===== src/rtl/thrd_cmd_seq.sv =====
// Thread command sequencer.
// Commands (KILL / SLEEP / WAKE) are queued in a small FIFO, pre-checked
// against the thread controller's valid/run masks, and issued one at a time
// as single-cycle pulses. Per-thread sleep timers produce self-generated
// WAKE commands that take priority over queued commands.
//
// Handshake: a command transfers on any rising edge where req_valid and
// req_ready are both high; req_ready depends only on FIFO occupancy, so a
// requester may hold req_valid and its payload stable until it sees ready.
module thrd_cmd_seq #(
  parameter int FIFO_DEPTH = 4
) (
  input  logic       clk,
  input  logic       rst_n,
  input  logic       req_valid,
  output logic       req_ready,
  input  logic [1:0] req_op,
  input  logic [2:0] req_act,
  input  logic [2:0] req_obj,
  input  logic [7:0] req_tmo,
  input  logic       stall,
  input  logic [7:0] valid_thrd,
  input  logic [7:0] run_thrd,
  input  logic       invalid_op,
  output logic       kill,
  output logic       slp,
  output logic       wake,
  output logic [2:0] act_thrd,
  output logic [2:0] obj_thrd,
  output logic       busy,
  output logic       cmd_err,
  output logic [2:0] err_thrd
);

  localparam int AW = $clog2(FIFO_DEPTH);
  localparam logic [AW:0] FULL_CNT = (AW+1)'(FIFO_DEPTH);

  localparam logic [1:0] OP_KILL  = 2'b00;
  localparam logic [1:0] OP_SLEEP = 2'b01;
  localparam logic [1:0] OP_WAKE  = 2'b10;

  typedef enum logic [1:0] {ST_IDLE, ST_ISSUE, ST_CHECK} state_t;

  state_t        state_q;
  logic [15:0]   fifo_mem [FIFO_DEPTH];
  logic [AW-1:0] wr_ptr, rd_ptr;
  logic [AW:0]   count;
  logic          fifo_empty, push, pop;
  logic [15:0]   head;
  logic [1:0]    h_op;
  logic [2:0]    h_act, h_obj;
  logic [7:0]    h_tmo;
  logic          head_ok;

  logic [1:0]    cmd_op;
  logic [2:0]    cmd_act, cmd_obj;
  logic [7:0]    cmd_tmo;
  logic [2:0]    act_hold, obj_hold;
  logic          issue;

  logic [7:0]    timer [8];
  logic [7:0]    wake_pend;
  logic          pend_any, pend_ok;
  logic [2:0]    pend_sel;
  logic [7:0]    sel_clr, expire, issue_clr;

  assign fifo_empty = (count == '0);
  assign req_ready  = (count != FULL_CNT);
  assign push       = req_valid && req_ready;
  assign pend_any   = |wake_pend;
  // Timer wakes pre-empt the FIFO, so the head is only consumed with no wake pending.
  assign pop        = (state_q == ST_IDLE) && !pend_any && !fifo_empty;

  assign head  = fifo_mem[rd_ptr];
  assign h_op  = head[15:14];
  assign h_act = head[13:11];
  assign h_obj = head[10:8];
  assign h_tmo = head[7:0];

  // Pulses decode straight from the ISSUE state so a command reaches the
  // thread controller one cycle after it leaves the FIFO.
  assign issue    = (state_q == ST_ISSUE) && !stall;
  assign kill     = issue && (cmd_op == OP_KILL);
  assign slp      = issue && (cmd_op == OP_SLEEP);
  assign wake     = issue && (cmd_op == OP_WAKE);
  assign act_thrd = issue ? cmd_act : act_hold;
  assign obj_thrd = issue ? cmd_obj : obj_hold;
  assign busy     = !fifo_empty || (state_q != ST_IDLE) || pend_any;

  // Head-of-queue legality check against the current thread masks.
  always_comb begin
    head_ok = 1'b0;
    case (h_op)
      OP_KILL, OP_SLEEP: head_ok = valid_thrd[h_obj];
      OP_WAKE:           head_ok = valid_thrd[h_obj] && !run_thrd[h_obj];
      default:           head_ok = 1'b0;
    endcase
  end

  // Lowest-numbered pending wake and whether it may actually be issued.
  always_comb begin
    pend_sel = '0;
    for (int t = 7; t >= 0; t--) begin
      if (wake_pend[t]) pend_sel = 3'(t);
    end
    pend_ok = valid_thrd[pend_sel] && !run_thrd[pend_sel];
    sel_clr = ((state_q == ST_IDLE) && pend_any) ? (8'b1 << pend_sel) : 8'b0;
  end

  // Per-thread expiry and issue-time cancel masks; an issue to a thread
  // overrides an expiry landing in the same cycle.
  always_comb begin
    expire    = '0;
    issue_clr = '0;
    for (int t = 0; t < 8; t++) begin
      expire[t]    = (timer[t] == 8'd1) && !(issue && (cmd_obj == 3'(t)));
      issue_clr[t] = issue && (cmd_obj == 3'(t)) && (cmd_op != OP_SLEEP);
    end
  end

  // FIFO storage; contents need no reset because the pointers are flushed.
  always_ff @(posedge clk) begin
    if (push) fifo_mem[wr_ptr] <= {req_op, req_act, req_obj, req_tmo};
  end

  // FIFO pointers and occupancy; pointers wrap naturally at the power-of-two depth.
  always_ff @(posedge clk or negedge rst_n) begin
    if (!rst_n) begin
      wr_ptr <= '0;
      rd_ptr <= '0;
      count  <= '0;
    end else begin
      if (push) wr_ptr <= wr_ptr + 1'b1;
      if (pop)  rd_ptr <= rd_ptr + 1'b1;
      case ({push, pop})
        2'b10:   count <= count + 1'b1;
        2'b01:   count <= count - 1'b1;
        default: count <= count;
      endcase
    end
  end

  // Sleep timers: load on SLEEP issue, cancel on WAKE/KILL issue, else count down.
  always_ff @(posedge clk or negedge rst_n) begin
    if (!rst_n) begin
      for (int t = 0; t < 8; t++) timer[t] <= '0;
      wake_pend <= '0;
    end else begin
      for (int t = 0; t < 8; t++) begin
        if (issue && (cmd_obj == 3'(t)) && (cmd_op == OP_SLEEP)) timer[t] <= cmd_tmo;
        else if (issue_clr[t])                                   timer[t] <= '0;
        else if (timer[t] != '0)                                 timer[t] <= timer[t] - 8'd1;
      end
      wake_pend <= ((wake_pend & ~sel_clr) | expire) & ~issue_clr;
    end
  end

  // Command FSM: select (IDLE) -> pulse (ISSUE) -> controller verdict (CHECK).
  always_ff @(posedge clk or negedge rst_n) begin
    if (!rst_n) begin
      state_q  <= ST_IDLE;
      cmd_op   <= OP_KILL;
      cmd_act  <= '0;
      cmd_obj  <= '0;
      cmd_tmo  <= '0;
      act_hold <= '0;
      obj_hold <= '0;
      cmd_err  <= 1'b0;
      err_thrd <= '0;
    end else begin
      cmd_err <= 1'b0;
      case (state_q)
        ST_IDLE: begin
          if (pend_any) begin
            // A stale wake (thread gone or already running) is dropped silently.
            if (pend_ok) begin
              cmd_op  <= OP_WAKE;
              cmd_act <= pend_sel;
              cmd_obj <= pend_sel;
              cmd_tmo <= '0;
              state_q <= ST_ISSUE;
            end
          end else if (!fifo_empty) begin
            if (head_ok) begin
              cmd_op  <= h_op;
              cmd_act <= h_act;
              cmd_obj <= h_obj;
              cmd_tmo <= h_tmo;
              state_q <= ST_ISSUE;
            end else begin
              cmd_err  <= 1'b1;
              err_thrd <= h_obj;
            end
          end
        end
        ST_ISSUE: begin
          if (!stall) begin
            act_hold <= cmd_act;
            obj_hold <= cmd_obj;
            state_q  <= ST_CHECK;
          end
        end
        ST_CHECK: begin
          if (invalid_op) begin
            cmd_err  <= 1'b1;
            err_thrd <= cmd_obj;
          end
          state_q <= ST_IDLE;
        end
        default: state_q <= ST_IDLE;
      endcase
    end
  end

endmodule


===== config.mk =====
export PLATFORM = sky130hd
export DESIGN_NAME = thrd_cmd_seq
export DESIGN_NICKNAME = d
export VERILOG_FILES = /design/src/rtl/thrd_cmd_seq.sv
export SDC_FILE = /design/constraint.sdc
export NUM_CORES = 1
export LEC_CHECK = 0
export CAP_MARGIN = 20
export CORE_MARGIN = 3
export CORE_UTILIZATION = 50
export CTS_CLUSTER_DIAMETER = 100
export CTS_CLUSTER_SIZE = 30
export DETAILED_ROUTE_END_ITERATION = 10
export PLACE_DENSITY = 0.78
export SLEW_MARGIN = 20
export SYNTH_ARGS = -nofsm -noshare
export SYNTH_HDL_FRONTEND = slang
export SYNTH_SLANG_ARGS = --single-unit

===== constraint.sdc =====
create_clock -name clk -period 3.3 [get_ports clk]
set_clock_uncertainty 0.1 [all_clocks]
set_input_delay 0.33 -clock clk [delete_from_list [all_inputs] [get_ports clk]]
set_output_delay 0.33 -clock clk [all_outputs]
set_load 0.01 [all_outputs]

Word level (Yosys, flattened, before mapping)
Memory sizes are Yosys's and may differ from the RTL's.
Cells that the tools add are included.
W data, S select, Z words.

operators by class
  bitwise gates (word level) = 6
  add/sub/neg operators = 12
  $lt $le $gt $ge = 2
  shift-type cells = 1
  equal/unequal tests = 35
  reduce and logical (&&, ||, !) cells = 88
  muxes and demuxes = 78

operators with widths
  operator               number
  $mux W8                29
  $eq A8 B1 Y1 const B   8
  $reduce_bool A8 Y1     8
  $sub A8 B1 Y8 const B  8
  $mux W3                21
  $logic_and A1 B1 Y1    42
  $reduce_bool A3 Y1     8
  $mux W2                9
  $and A8 B8 Y8          2
  $not A8 Y8             2
  $logic_not A1 Y1       13
  $bmux W1 S3            4
  $eq A3 B3 Y1 const B   4
  $ne A3 B3 Y1 const B   4
  $pmux W3 S2            2
  $mux W1                10
  $ne A2 B2 Y1 const B   5
  $eq A2 B1 Y1 const B   4
  $eq A2 B2 Y1 const B   4
  $lt A3 B4 Y1 const B   2
  $or A8 B8 Y8           1
  $reduce_and A4 Y1      2
  $reduce_bool A2 Y1     4
  $reduce_or A8 Y1       1
  other kinds (16)       25

word-level totals
  word-level logic and storage cells = 244
  register bits after elaboration = 107
  input port bits = 37
  output and inout port bits = 15
  bits in writable memories = 64
  memories kept = 1

memories
  name      depth  bits a word  rd ports  clocked after memory_dff  write ports  line  text
  fifo_mem  4      16           1         0                         1            45    logic [15:0] fifo_mem [FIFO_DEPTH];

Longest topological paths before layout
Gate-level depths: netlist of run 1.

  word-level depth = 15
  depth in mapped cells = 10
  mapped depth without buffers = 10

Least setup slack after synthesis of run 1
Ideal clock, no wire load.

  path kind = register to register
  start = register rd_ptr[0]
  end = register cmd_tmo[1]
  stages on the path, launching flop included = 11
  buffers on the path = 3
  arrival = 2393 ps
  setup time = 121 ps
  data required time = 3079 ps
  path slack = 686 ps
  clock period less this slack = 2614 ps
  path through = dfrtp_1 > buf_6 > mux4_2 > buf_6 > mux2i_1 > mux2_1 > a211oi_2 > o21a_2 > nor2_4 > buf_6 > a22o_1

on the way
  longest elaborated chain between the ends = 8
  elaborated cells between the ends (all ways) = 17
  classes of those cells = 2 x eq/ne; 8 x mux; 6 x reduce/logical; 1 x memory

ends and longest elaborated chain
  item                                 line  text
  start, declared                      46    logic [AW-1:0] wr_ptr, rd_ptr;
  start signal, assigned               134   if (pop) rd_ptr <= rd_ptr + 1'b1;
  $mem_v2 Z4 W16 *                     --
  $bmux W1 S3                          95    OP_WAKE: head_ok = valid_thrd[h_obj] && !run_thrd[h_obj];
  $mux W1 (not written as such)        95
  $logic_not A1 Y1                     95
  $logic_and A1 B1 Y1                  95
  $pmux W1 S2                          93    case (h_op)
  $reduce_bool A2 Y1 (no source line)  --
  $reduce_and A4 Y1 (no source line)   --
  end signal, assigned                 188   cmd_tmo <= h_tmo;
  end, declared                        57    logic [7:0] cmd_tmo;

Mark *: on every way between the ends. The rest lies on a longest branch, timed or not. The select of a mux whose other input is x is not followed.
A chain may end at the register's enable or synchronous reset.

Final worst setup path of run 1
  start = register rd_ptr[0]
  end = register cmd_act[1]

on the way
  longest elaborated chain between the ends = 8
  elaborated cells between the ends (all ways) = 17
  classes of those cells = 2 x eq/ne; 8 x mux; 6 x reduce/logical; 1 x memory

ends and longest elaborated chain
  item                                 line  text
  $mem_v2 Z4 W16 *                     --
  $bmux W1 S3                          95
  $mux W1 (not written as such)        95
  $logic_not A1 Y1                     95
  $logic_and A1 B1 Y1                  95
  $pmux W1 S2                          93
  $reduce_bool A2 Y1 (no source line)  --
  $reduce_and A4 Y1 (no source line)   --
  end signal, assigned                 178   cmd_act <= pend_sel;
  end signal, assigned                 186   cmd_act <= h_act;
  end, declared                        56    logic [2:0] cmd_act, cmd_obj;

Marks and branches as above.

==> impl_metrics.toml, run 1 <==
[run_status]
status = "completed"

[logic_synthesis]
syn_nets = 814
yosys_register_bits = 171
synth_area_um2 = 8410
synth.avg_cell_area_um2 = 11.1
syn_inst = 755
synth_edf_count = 64
ys_dominant_reg_cell = "dfrtp_1"
ys_seq_area_share_pct = 54.7
synthArstFlopShare_pct = 62.6
ys_warn_count = 0
synth.distinct_cells = 62

[global_route]
grt_pass1_vias = 5911
grt_first_pass_wirelength_um = 30500
grt_max_degree = 45
grt_usage_pct = 21.5
antenna_found_initial = 0
grt_overflow = 0

[setup_path]
crit_path_start = "rd_ptr[0]"
cp-end-kind = "flip-flop"
required_ns = 3.53
critPathKind = "flip-flop to flip-flop"
crit_end = "cmd_act[1]"
rrSetupSlack_ns = 0.38
arrival_ns = 3.15
cp_max_fo = 16
rr_startpoint = "rd_ptr[0]"
start_kind = "flip-flop"
ff2ff_path_depth = 8
reg2reg_to = "cmd_act[1]"

[hold_path]
hold_path.class = "input port to async pin"

[clock_network]
ctsRootBufferMaster = "clkbuf_16"
cts_sinks = 171
path_clk_slew_ns = 0.07
clock_latency_ns = 0.45
cts_max_path_buffers = 2
cts_max_level = 4
cts_made_buffers = 17
cts_setup_buffers = 0
tritoncts = "built"

[timing]
drv_slew = 0
slew_headroom_pct = 45.2
fmax_mhz = 342
hold_viol = 0
tns_ns = 0
finalSetupViolations = 0
worst_slack_ns = 0.377
period_share_pct = 88.6
rsz0062_at_grt = "no"
worst_slew_pin_slew_ns = 0.822
fin_crit_ns = 2.92

[power_and_ir_drop]
p_comb_share_pct = 39.4
power.density_nw_per_um2 = 959
p_total_mw = 9.41
net-switching-power_mw = 3.62
p_int_mw = 5.80
sw_frac_of_total_pct = 38.4
pwr-share-clk_pct = 20.9
leakagePower_nw = 3.94
pwr-share-seq_pct = 39.7
vdd_ir_drop_max_uv = 623

[detailed_routing]
drc = 0
wl_um = 18700
drt-wirelength-per-cell_um = 17.9
vias = 6082
dr.pass1.iters = 5
avgViaCountPerCell = 5.81
dr.first_iter.drc_count = 464
drtAntennaViolNets = 0

[die]
fp.dieH_um = 136
core-area_um2 = 16200
die_w_um = 136
start_util_pct = 52.0
die_area_um2 = 18400
fp-row-count = 46
io_pins = 52

[finish]
diodes = 0
final_cell_area_um2 = 9810
multi_input_area_um2 = 3550
nets = 876
final_cell_mix = "dfrtp_1 (107), nand2_1 (73), a21oi_1 (72)"
regArea_um2 = 4600
area_delta_synth_final_pct = 16.7
n_fill_cell = 1284
drive_gt1_share_pct = 10.1
mostFrequentLayoutCell = "dfrtp_1"

[placement]
port_buffers = 51
pre_cts_ws_ns = 0.391
gp_congestion = 0.882
hpwl_um = 13300
place_area_um2 = 9210

[run]
drv_cap = 0
## Yosys cell counts, types with 4 or more instances
library cell,n,share of area [%]
a211oi_1,16,1.4
a21oi_1,72,4.3
a221oi_1,5,0.52
a22o_1,9,0.94
a22oi_1,4,0.36
a31oi_1,7,0.52
and2_1,6,0.45
and3_1,7,0.52
clkbuf_1,20,0.89
dfrtp_1,107,32
edfxtp_1,64,23
ha_1,21,3.1
inv_1,35,1.6
mux2_1,9,1.2
mux2i_1,20,2.4
mux4_2,16,4.3
nand2_1,73,3.3
nand2b_1,9,0.67
nand3_1,18,1.1
nand3b_1,4,0.36
nand4_1,4,0.30
nor2_1,45,2.0
nor2b_1,9,0.67
nor3_1,40,2.4
nor3b_1,6,0.54
nor4_1,8,0.60
o211ai_1,4,0.36
o21ai_0,33,2.0
or3_1,8,0.60
or4_1,5,0.45
xnor2_1,13,1.4
xor2_1,9,0.94
## power by group through the flow
| stage | Combinational [mW] | Clock [mW] | Sequential (mW) |
|---|---|---|---|
| after floorplan | 2.90 | 0 | 3.51 |
| after global placement | 3.60 | 0 | 3.73 |
| after detailed placement | 3.70 | 0 | 3.76 |
| after CTS | 3.72 | 2.01 | 3.73 |
| after global routing | 4.14 | 2.10 | 3.84 |
| final | 3.70 | 1.97 | 3.74 |
## state kept, by name, indices dropped and copies added (netlist names)
register / count
cmd_obj: 3
cmd_act: 3
timer: 64
rd_ptr: 2
state_q: 2
obj_hold: 3
cmd_err: 1
fifo_mem: 64
act_hold: 3
cmd_tmo: 8
cmd_op: 2
err_thrd: 3
count: 3
wake_pend: 8
wr_ptr: 2
## timing repair
action	CTS	global route
hold buffers	1	0
gates resized for setup	0	0
endpoints found under the hold margin	42	0
## critical path: stages, from the launching register on
cell	delay (ns)
dfrtp_1	0.44
buf_4	0.29
mux4_2	0.60
nor2_1	0.15
a22oi_1	0.09
a211oi_2	0.31
o21a_2	0.34
nor2_4	0.15
mux2_1	0.34
## per-layer routing
| layer | global-route usage, % | up-vias | share of wire, % |
|---|---|---|---|
| met4 | 7.78 | 0 | 2.4 |
| met5 | 0 | - | 0 |
| li1 | - | 2926 | - |
| met2 | 35.2 | 160 | 49 |
| met1 | 27.5 | 2957 | 43 |
| met3 | 6.05 | 39 | 5.4 |
## logic make-up after synthesis
logic type      Yosys count  synth area share (%)
mux                      47                  8.14
xor+xnor                 22                  2.29
fa+ha+maj                22                  3.36
simple gates            253                  15.1
compound gates          177                  13.3
flops                   171                  54.7
buf+inv                  63                  3.12
## worst min-delay path by stage
| stage | start | to | slack [ns] | cells after the start |
|---|---|---|---|---|
| finish | rst_n | timer[29] | 0.32 | 2 |
| global route | rst_n | timer[1] | 0.38 | 2 |
| global placement | rst_n | timer[31] | 0.27 | 1 |
| CTS | rst_n | timer[25] | 0.34 | 2 |
| floorplan | rst_n | act_hold[0] | -0.07 | 0 |
| detailed placement | rst_n | timer[30] | 0.27 | 1 |
## final cells by class
| type | instances | share of cell area, % |
|---|---|---|
| clock buffers | 17 | 4.34 |
| clock inverters | 15 | 1.72 |
| inverters | 36 | 1.38 |
| multi-input cells | 521 | 36.2 |
| flip-flops and latches | 171 | 46.9 |
| well taps | 216 | 2.75 |
| repair buffers | 70 | 6.78 |
## stage by stage
stage / std cells / hold slack [ns] / util (%)
finish: 1046 / 0.322 / 60.7
detailed placement: 1013 / 0.269 / 56.9
global route: 1046 / 0.376 / 60.7
global placement: 1013 / 0.269 / 56.9
CTS: 1046 / 0.345 / 60.7
floorplan: 755 / -0.0656 / -
(Power assumes the default switching activity.)
==> inputs of run 2 (changes only) <==
==> constraint.sdc (replaced) <==
create_clock -name clk -period 3.3 [get_ports clk]
set_clock_uncertainty 0.1 [all_clocks]
set_input_delay 0.66 -clock clk [delete_from_list [all_inputs] [get_ports clk]]
set_output_delay 0.66 -clock clk [all_outputs]
set_load 0.01 [all_outputs]
==> impl_metrics.toml, run 2 (synthesis results as in run 1) <==
[setup_path]
cp-end-kind = "output port"
arrival_ns = 2.45
worstPathCellList = "clkdlybuf4s50_1 > or3b_1 > buf_4 > buf_4 > nand2_1 > o21ai_0 > clkdlybuf4s50_1"
slowest_stage = "clkdlybuf4s50_1"
ff2ff_path_depth = 8
cp.buffers_inverters = 4
rr_startpoint = "rd_ptr[0]"
start_kind = "input port"
critPathKind = "input port to output port"
rrSetupSlack_ns = 0.33
cp_top_family = "buffers and inverters"
required_ns = 2.54
cp_max_fo = 4
reg2reg_to = "cmd_obj[1]"
max_stage_delay_ns = 0.50

[global_route]
grt_overflow = 0
grt_pass1_vias = 6115
grt_first_pass_wirelength_um = 31300
antenna_found_initial = 0
grt_max_degree = 60
grt_usage_pct = 21.6

[finish]
utilization_pct = 61.1
nets = 888
mostFrequentLayoutCell = "dfrtp_1"
top_regs = "fifo_mem (64), timer (64)"
instances_no_fill = 1058
diodes = 0
drive_gt1_share_pct = 11.5
final_cell_area_um2 = 9880
area_delta_synth_final_pct = 17.5
final_cell_mix = "dfrtp_1 (107), nand2_1 (73), a21oi_1 (72)"

[die]
core-area_um2 = 16200
die_w_um = 136
fp-row-count = 46
die_area_um2 = 18400
io_pins = 52
fp.dieH_um = 136
start_util_pct = 52.0

[timing]
drv_slew = 0
worst_slew_pin_slew_ns = 0.833
rsz0062_at_grt = "no"
worst_slack_ns = 0.0857
tns_ns = 0
fmax_mhz = 311
slew_headroom_pct = 44.2
hold_ws_ns = 0.204
period_share_pct = 97.4
fin_crit_ns = 3.21
hold_viol = 0
finalSetupViolations = 0

[detailed_routing]
vias = 6175
dr.first_iter.drc_count = 435
drc = 0
wl_um = 18600
avgViaCountPerCell = 5.84
drtAntennaViolNets = 0
drt-wirelength-per-cell_um = 17.6
dr.pass1.iters = 4

[placement]
pre_cts_ws_ns = 0.0823
gp_congestion = 0.914
hpwl_um = 13100
dp_cells = 1026
place_area_um2 = 9290
port_buffers = 51

[clock_network]
cts_made_buffers = 17
cts_setup_buffers = 0
ctsRootBufferMaster = "clkbuf_16"
cts_max_level = 4
tritoncts = "built"
cts_max_path_buffers = 2
clock_latency_ns = 0.43
path_clk_slew_ns = 0.06
cts_sinks = 171

[run]
drv_cap = 0

[power_and_ir_drop]
p_comb_share_pct = 39.9
net-switching-power_mw = 3.61
sw_frac_of_total_pct = 38.3
pwr-share-seq_pct = 39.6
p_int_mw = 5.82
power.density_nw_per_um2 = 955
pwr-share-clk_pct = 20.5
leakagePower_nw = 4.03
p_total_mw = 9.43
vdd_ir_drop_max_uv = 593

[run_status]
status = "completed"

[hold_path]
hold_path.class = "input port to async pin"
## run 2: cell count changes in the layout (fill, tap and decap cells not counted)
cell,before,now
buf_12,1,0
buf_4,18,32
clkdlybuf4s50_1,50,48
clkinv_2,0,2
clkinv_4,2,1
clkinv_8,4,2
dlygate4sd3_1,1,0
dlymetal6s2s_1,0,2
inv_6,3,2
inv_8,4,6
o21ai_0,33,32
o21ai_1,3,4
## run 2: area by class of cell
type	count	area (um^2)
fillers	1267	6300
flip-flops and latches	171	4600
multi-input cells	521	3550
repair buffers	82	746
clock buffers	17	425
well taps	216	270
clock inverters	15	151
inverters	36	135
## run 2: worst register-to-register path, stage by stage (launching register included)
cell and delay, ns:
dfrtp_1 0.44, buf_4 0.28, mux4_2 0.61, nor2_1 0.17, a22oi_1 0.10, a211oi_2 0.29
o21a_2 0.34, nor2_4 0.16, mux2_1 0.35
## run 2: worst max-delay path by stage
stage                     slack, ns       from          end  cells after the start
after floorplan                0.69  rd_ptr[0]   cmd_tmo[1]                     10
after global placement         0.09      stall         wake                      5
after detailed placement       0.08      stall         wake                      5
after CTS                      0.08      stall         wake                      5
after global routing           0.01      stall  act_thrd[2]                      7
final                          0.09      stall  act_thrd[2]                      7
## run 2: timing repair
item | CTS | global route
hold buffers | 0 | 0
endpoints found under the setup margin | 0 | 3
gates resized for setup | 0 | 3
## run 2: layer usage
metal	up-vias	GRT usage (%)	wire, um
li1	2953	-	-
met1	3032	29.4	8290
met2	159	34.5	8970
met3	31	4.42	896
met4	0	8.06	423
met5	-	0	0
## run 2: power groups by stage
| stage | Combinational (mW) | Sequential [mW] | Clock (mW) |
|---|---|---|---|
| global route | 4.22 | 3.84 | 2.07 |
| detailed placement | 3.75 | 3.75 | 0 |
| floorplan | 2.90 | 3.51 | 0 |
| global placement | 3.63 | 3.72 | 0 |
| CTS | 3.78 | 3.72 | 1.98 |
| finish | 3.76 | 3.74 | 1.93 |
